File: src/rtl/dram_dma.sv
// Block-transfer initiator on the data-RAM port: word copy (src->dst) or constant fill.
// Copy takes 2 cycles/word, fill 1 cycle/word, plus one DONE cycle; no input-to-output paths.
module dram_dma #(
  parameter int AW = 16,
  parameter int DW = 16
) (
  input  logic          clk,
  input  logic          rst_n,
  input  logic          start,
  input  logic          mode,
  input  logic [AW-1:0] src,
  input  logic [AW-1:0] dst,
  input  logic [AW-1:0] len,
  input  logic [DW-1:0] fill_val,
  input  logic          abort,
  output logic          busy,
  output logic          done,
  output logic [AW-1:0] remaining,
  output logic          mem_read,
  output logic          mem_write,
  output logic [AW-1:0] mem_addr,
  output logic [DW-1:0] mem_wdata,
  input  logic [DW-1:0] mem_rdata
);

  typedef enum logic [1:0] {IDLE, RD, WR, DONE} state_t;

  state_t        state_q;
  logic [AW-1:0] src_q, dst_q, rem_q;
  logic [DW-1:0] buf_q, fv_q;
  logic          md_q;

  always_ff @(posedge clk or negedge rst_n) begin
    if (!rst_n) begin
      state_q <= IDLE;
      src_q   <= '0;
      dst_q   <= '0;
      rem_q   <= '0;
      buf_q   <= '0;
      fv_q    <= '0;
      md_q    <= 1'b0;
    end else begin
      case (state_q)
        IDLE: begin
          if (start) begin
            src_q <= src;
            dst_q <= dst;
            rem_q <= len;
            fv_q  <= fill_val;
            md_q  <= mode;
            if (len == '0)  state_q <= DONE;
            else if (mode)  state_q <= WR;
            else            state_q <= RD;
          end
        end
        RD: begin
          buf_q   <= mem_rdata;
          src_q   <= src_q + 1'b1;
          state_q <= abort ? IDLE : WR;
        end
        WR: begin
          // The write in an abort cycle still commits, so pointers always advance.
          dst_q <= dst_q + 1'b1;
          rem_q <= rem_q - 1'b1;
          if (abort)                        state_q <= IDLE;
          else if (rem_q == {{(AW-1){1'b0}}, 1'b1}) state_q <= DONE;
          else if (md_q)                    state_q <= WR;
          else                              state_q <= RD;
        end
        default: state_q <= IDLE;
      endcase
    end
  end

  always_comb begin
    busy      = (state_q != IDLE);
    done      = (state_q == DONE);
    remaining = rem_q;
    mem_read  = 1'b0;
    mem_write = 1'b0;
    mem_addr  = '0;
    mem_wdata = '0;
    case (state_q)
      RD: begin
        mem_read = 1'b1;
        mem_addr = src_q;
      end
      WR: begin
        mem_write = 1'b1;
        mem_addr  = dst_q;
        mem_wdata = md_q ? fv_q : buf_q;
      end
      default: ;
    endcase
  end

endmodule

File: config.mk
export PLATFORM = sky130hd
export DESIGN_NAME = dram_dma
export DESIGN_NICKNAME = d
export VERILOG_FILES = /design/src/rtl/dram_dma.sv
export SDC_FILE = /design/constraint.sdc
export NUM_CORES = 1
export LEC_CHECK = 0
export BUFFER_PORTS_ARGS = -buffer_cell sky130_fd_sc_hd__buf_2
export CAP_MARGIN = 0
export CORE_MARGIN = 2
export CORE_UTILIZATION = 26
export DETAILED_ROUTE_END_ITERATION = 8
export PLACE_DENSITY = 0.42
export SYNTH_ARGS = -nofsm -noshare
export SYNTH_HDL_FRONTEND = slang
export SYNTH_SLANG_ARGS = --single-unit
export TNS_END_PERCENT = 50
File: constraint.sdc
create_clock -name clk -period 2.17 [get_ports clk]
set_input_delay 0.217 -clock clk [delete_from_list [all_inputs] [get_ports clk]]
set_output_delay 0.217 -clock clk [all_outputs]
set_load 0.005 [all_outputs]
# Yosys cells after proc, flatten, opt, wreduce, memory -nomap -nowiden
# Cells that the tools add are included.
# totals
reg_bits	83
inputBits	85
output_inout_bits	52
elab_cells	42
# op_classes
addsub	3
n_eq_ne	5
n_mux	19
n_reduce_logical	8
# op_table
operator	n
16-bit case mux with 2 select lines	4
16-bit two-way mux	5
16-bit by 1-bit adder with 16-bit output (second input constant)	2
16-bit by 1-bit equality test with 1-bit output (second input constant)	1
16-bit logical NOT	1
16-bit by 1-bit subtractor with 16-bit output (second input constant)	1
2-bit two-way mux	7
2-bit case mux with 3 select lines	1
2-bit AND reduction	3
2-bit nonzero test	3
2-bit equality test (second input constant)	2
2-bit by 1-bit equality test with 1-bit output (second input constant)	1
2-bit logical NOT	1
1-bit two-way mux	2
2-bit != test (second input constant)	1

# Logic depth before layout (Yosys ltp)
# logic_depth
ltp_word	4
depth_mapped	9

# Worst setup path before layout
# OpenSTA, ideal clock, no wires.
# synth_timing
path_type	reg2reg
from	reg state_q[1]
to	reg buf_q[10]
setup_ns	0.125
arrival_time_ns	1.685
required_ns	2.045
path_slack_ns	0.360
stages_incl_launch_ff	6
path_buffers	2
cell_sequence	dfrtp_1 -> inv_1 -> ha_1 -> clkbuf_1 -> buf_1 -> mux2_2
# synth_between
elab_chain_len	1
# synth_lines
item	line_no	text
from (decl)	28	state_t state_q;
from (signal assigned)	59	state_q <= abort ? IDLE : WR;
2-bit by 1-bit equality test with 1-bit output	43	case (state_q)
to (signal assigned)	57	buf_q <= mem_rdata;
to (decl)	30	logic [DW-1:0] buf_q, fv_q;
# No other way between the ends.
# A chain may end at the register's enable or synchronous reset.

# Worst setup path in the final report
# layout_timing
from	reg state_q[0]
to	out mem_addr[13]
# layout_between
elab_chain_len	2
word_cells_on_any_way	3
cone_classes	2 x eq/ne; 1 x mux
# layout_lines
item	line_no	text
2-bit equality test or 2-bit by 1-bit equality test with 1-bit output (tied branches)	83	case (state_q)
16-bit case mux with 2 select lines (*)	83	
to (decl)	21	output logic [AW-1:0] mem_addr,
# Every way passes the cells marked *; elsewhere a longest branch is shown, timed or not.

==> results.tsv <==
metric	value	unit
wl_met3	928	µm
antenna_found_initial	0	
yosys_most_used_dff	dfrtp_1	
path_clk_slew	70	ps
rrSetupSlack	180	ps
final_cell_mix	buf_2 (135), dfrtp_1 (83), nand2_1 (47)	
final_nets	797	
cp-end-kind	primary output	
synth_seq_cells	83	
required	1950	ps
final_util	0.339	
start_util	0.267	
leakagePower	0.00295	µW
synthMuxAreaShare	0.165	
grt_max_degree	39	
fin_worst_skew	10.1	ps
synth-xor-area-share	0	
core_area	0.0196	mm²
setup_tns	0	ps
dp_slack	199	ps
synth-edff-count	0	
synthArstFlopShare	1.00	
topRoutingLayerUsed	met4	
worst_slew_pin_slew	582	ps
grt_pass1_vias	4982	
hold_viol	0	
fill_cells	2058	
synth_area_per_cell	9.12	µm²
powerDensity	1450	mW/mm²
hp-class	in2reg	
slew_headroom	0.609	
dpl_cell_area	0.00633	mm²
grt_usage	0.159	
routed-via-count	4870	
grt_pass1_wl	27300	µm
fin_area	0.00663	mm²
final_layout_size_suffix_gt1_frac	0.333	
pin_count	137	
netlist_area	0.00524	mm²
cts-root-buf	clkbuf_16	
cts_tree	yes	
wl_met1	7760	µm
cts_sinks	83	
htree_levels	3	
area_growth_syn_to_layout	26.6	%
viasPerCell	5.00	
synth_cell_types	56	
ys_seq_area_frac	0.397	
setup_viol	0	
worstPathMaxFanout	24	
min_period_over_period	0.959	
vdd_drop_max	0.000497	V
grt_setup_unrepaired	false	
clk_path_buf_depth	2	
drt_iter0_drc	354	
maxCapViolations	0	
post_drt_wl_per_cell	17.1	µm
place_congestion	0.795	
dieArea	0.0213	mm²
rows	51	
worstPathArrival	1860	ps
die_x	146	µm
synth_top_family_by_area	compound AO/OA/AOI/OAI gates	
port_buffers	136	
max_freq	0.481	GHz
cts_buffers	9	
drt_first_pass_iters	4	
fin_crit	2080	ps
cp-start-kind	flop	
maxSlewViolCount	0	
postCtsSetupBuffers	0	
seqCellArea	0.00208	mm²
place_hpwl	12400	µm
multi_input_area	0.00291	mm²
synth_compound_area_frac	0.186	
drt-total-wl	16700	µm
synthAdderAreaFrac	0.0191	
final_antenna_net_count	0	
setup_ws	89.7	ps
clock_latency	350	ps
synth_fp_nets	667	
syn_inst	574	
synth-simple-area-share	0.180	
yosys_warnings	0	
wl_met2	7640	µm
grt-ovfl-total	0	
status	complete, no violations	
die_h	146	µm
critPathKind	reg2out	
mostFrequentLayoutCell	buf_2	
drc	0	
## critical path, cell delays in order, from the launching register on
cell and delay, ps:
dfrtp_1 400, inv_1 150, ha_4 240, buf_6 220
nand2_1 90, a21boi_1 250, buf_2 160
## state kept, by name (all words and copies together) (netlist names)
name / count
fv_q: 16
remaining: 16
md_q: 1
dst_q: 16
state_q: 2
buf_q: 16
src_q: 16
## synthesized netlist by cell type (all sizes together) (11+ instances only)
cell    number  area (µm²)
dfrtp       83        2080
a21oi       37         185
nand3       24         120
clkbuf      26        98.8
buf         22         101
nand2       48         180
o21ai       24         120
mux2i       38         380
nor2        41         154
mux2        43         484
o22ai       33         206
nor2b       14        87.6
inv         21        78.8
a22oi       11        82.6
## report_power, final
part | leakage (µW) | internal, µW | total (µW) | switching [µW]
sequential | 0.000968 | 2340 | 3310 | 977
combinational | 0.00185 | 2370 | 4870 | 2500
clock | 0.000132 | 797 | 1440 | 645
## cell type report
class,count,share of cell area
timing repair buffer,167,0.147
clock inverter,3,0.00226
tap,265,0.0500
sequential,83,0.313
clock buffer,12,0.0372
multi-input combinational,422,0.439
inverter,21,0.0119
antenna,1,0.000377
## through the flow
| stage | total power [µW] | cells | hold WS (ps) |
|---|---|---|---|
| 3_3_place_gp | 8110 | 957 | 218 |
| 5_1_grt | 10500 | 973 | 94.4 |
| 6_report | 9630 | 974 | 102 |
| 3_5_place_dp | 8190 | 957 | 228 |
| 2_1_floorplan | 6450 | 574 | -78.6 |
| 4_1_cts | 9730 | 973 | 82.7 |
## path summary, 6_finish.rpt
kind | startpoint | end | depth (start not counted)
setup reg to reg | state_q[1]$_DFFE_PN0P_ | src_q[9]$_DFFE_PN0P_ | 7
min in group asynchronous | rst_n | buf_q[3]$_DFFE_PN0P_ | 2
max in group asynchronous | rst_n | buf_q[4]$_DFFE_PN0P_ | 3
hold reg to reg | fv_q[4]$_DFFE_PN0P_ | fv_q[4]$_DFFE_PN0P_ | 1
setup / recovery | state_q[0]$_DFFE_PN0P_ | mem_addr[13] | 6
hold / removal | src[15] | src_q[15]$_DFFE_PN0P_ | 2
## routing by layer
metal	up-vias	GRT usage
li1	2376	-
met1	2326	0.215
met2	142	0.249
met3	26	0.0370
met4	0	0.0574
met5	-	0
## cell families after synthesis
| family | count (synthesis) |
|---|---|
| adder cells (fa/ha/maj) | 8 |
| AO/OA/AOI/OAI | 153 |
| buffers and inverters | 69 |
| multiplexers | 81 |
| AND/OR/NAND/NOR | 180 |
| flip-flops | 83 |
## what timing repair did
item / in CTS / in global routing
gates resized for setup: 4 / 5
setup endpoints to repair: 6 / 5
endpoints found under the hold margin: 32 / 0
hold buffers: 1 / 0
pin swaps: 0 / 0
Note: power is estimated with default switching activity, not from simulation.
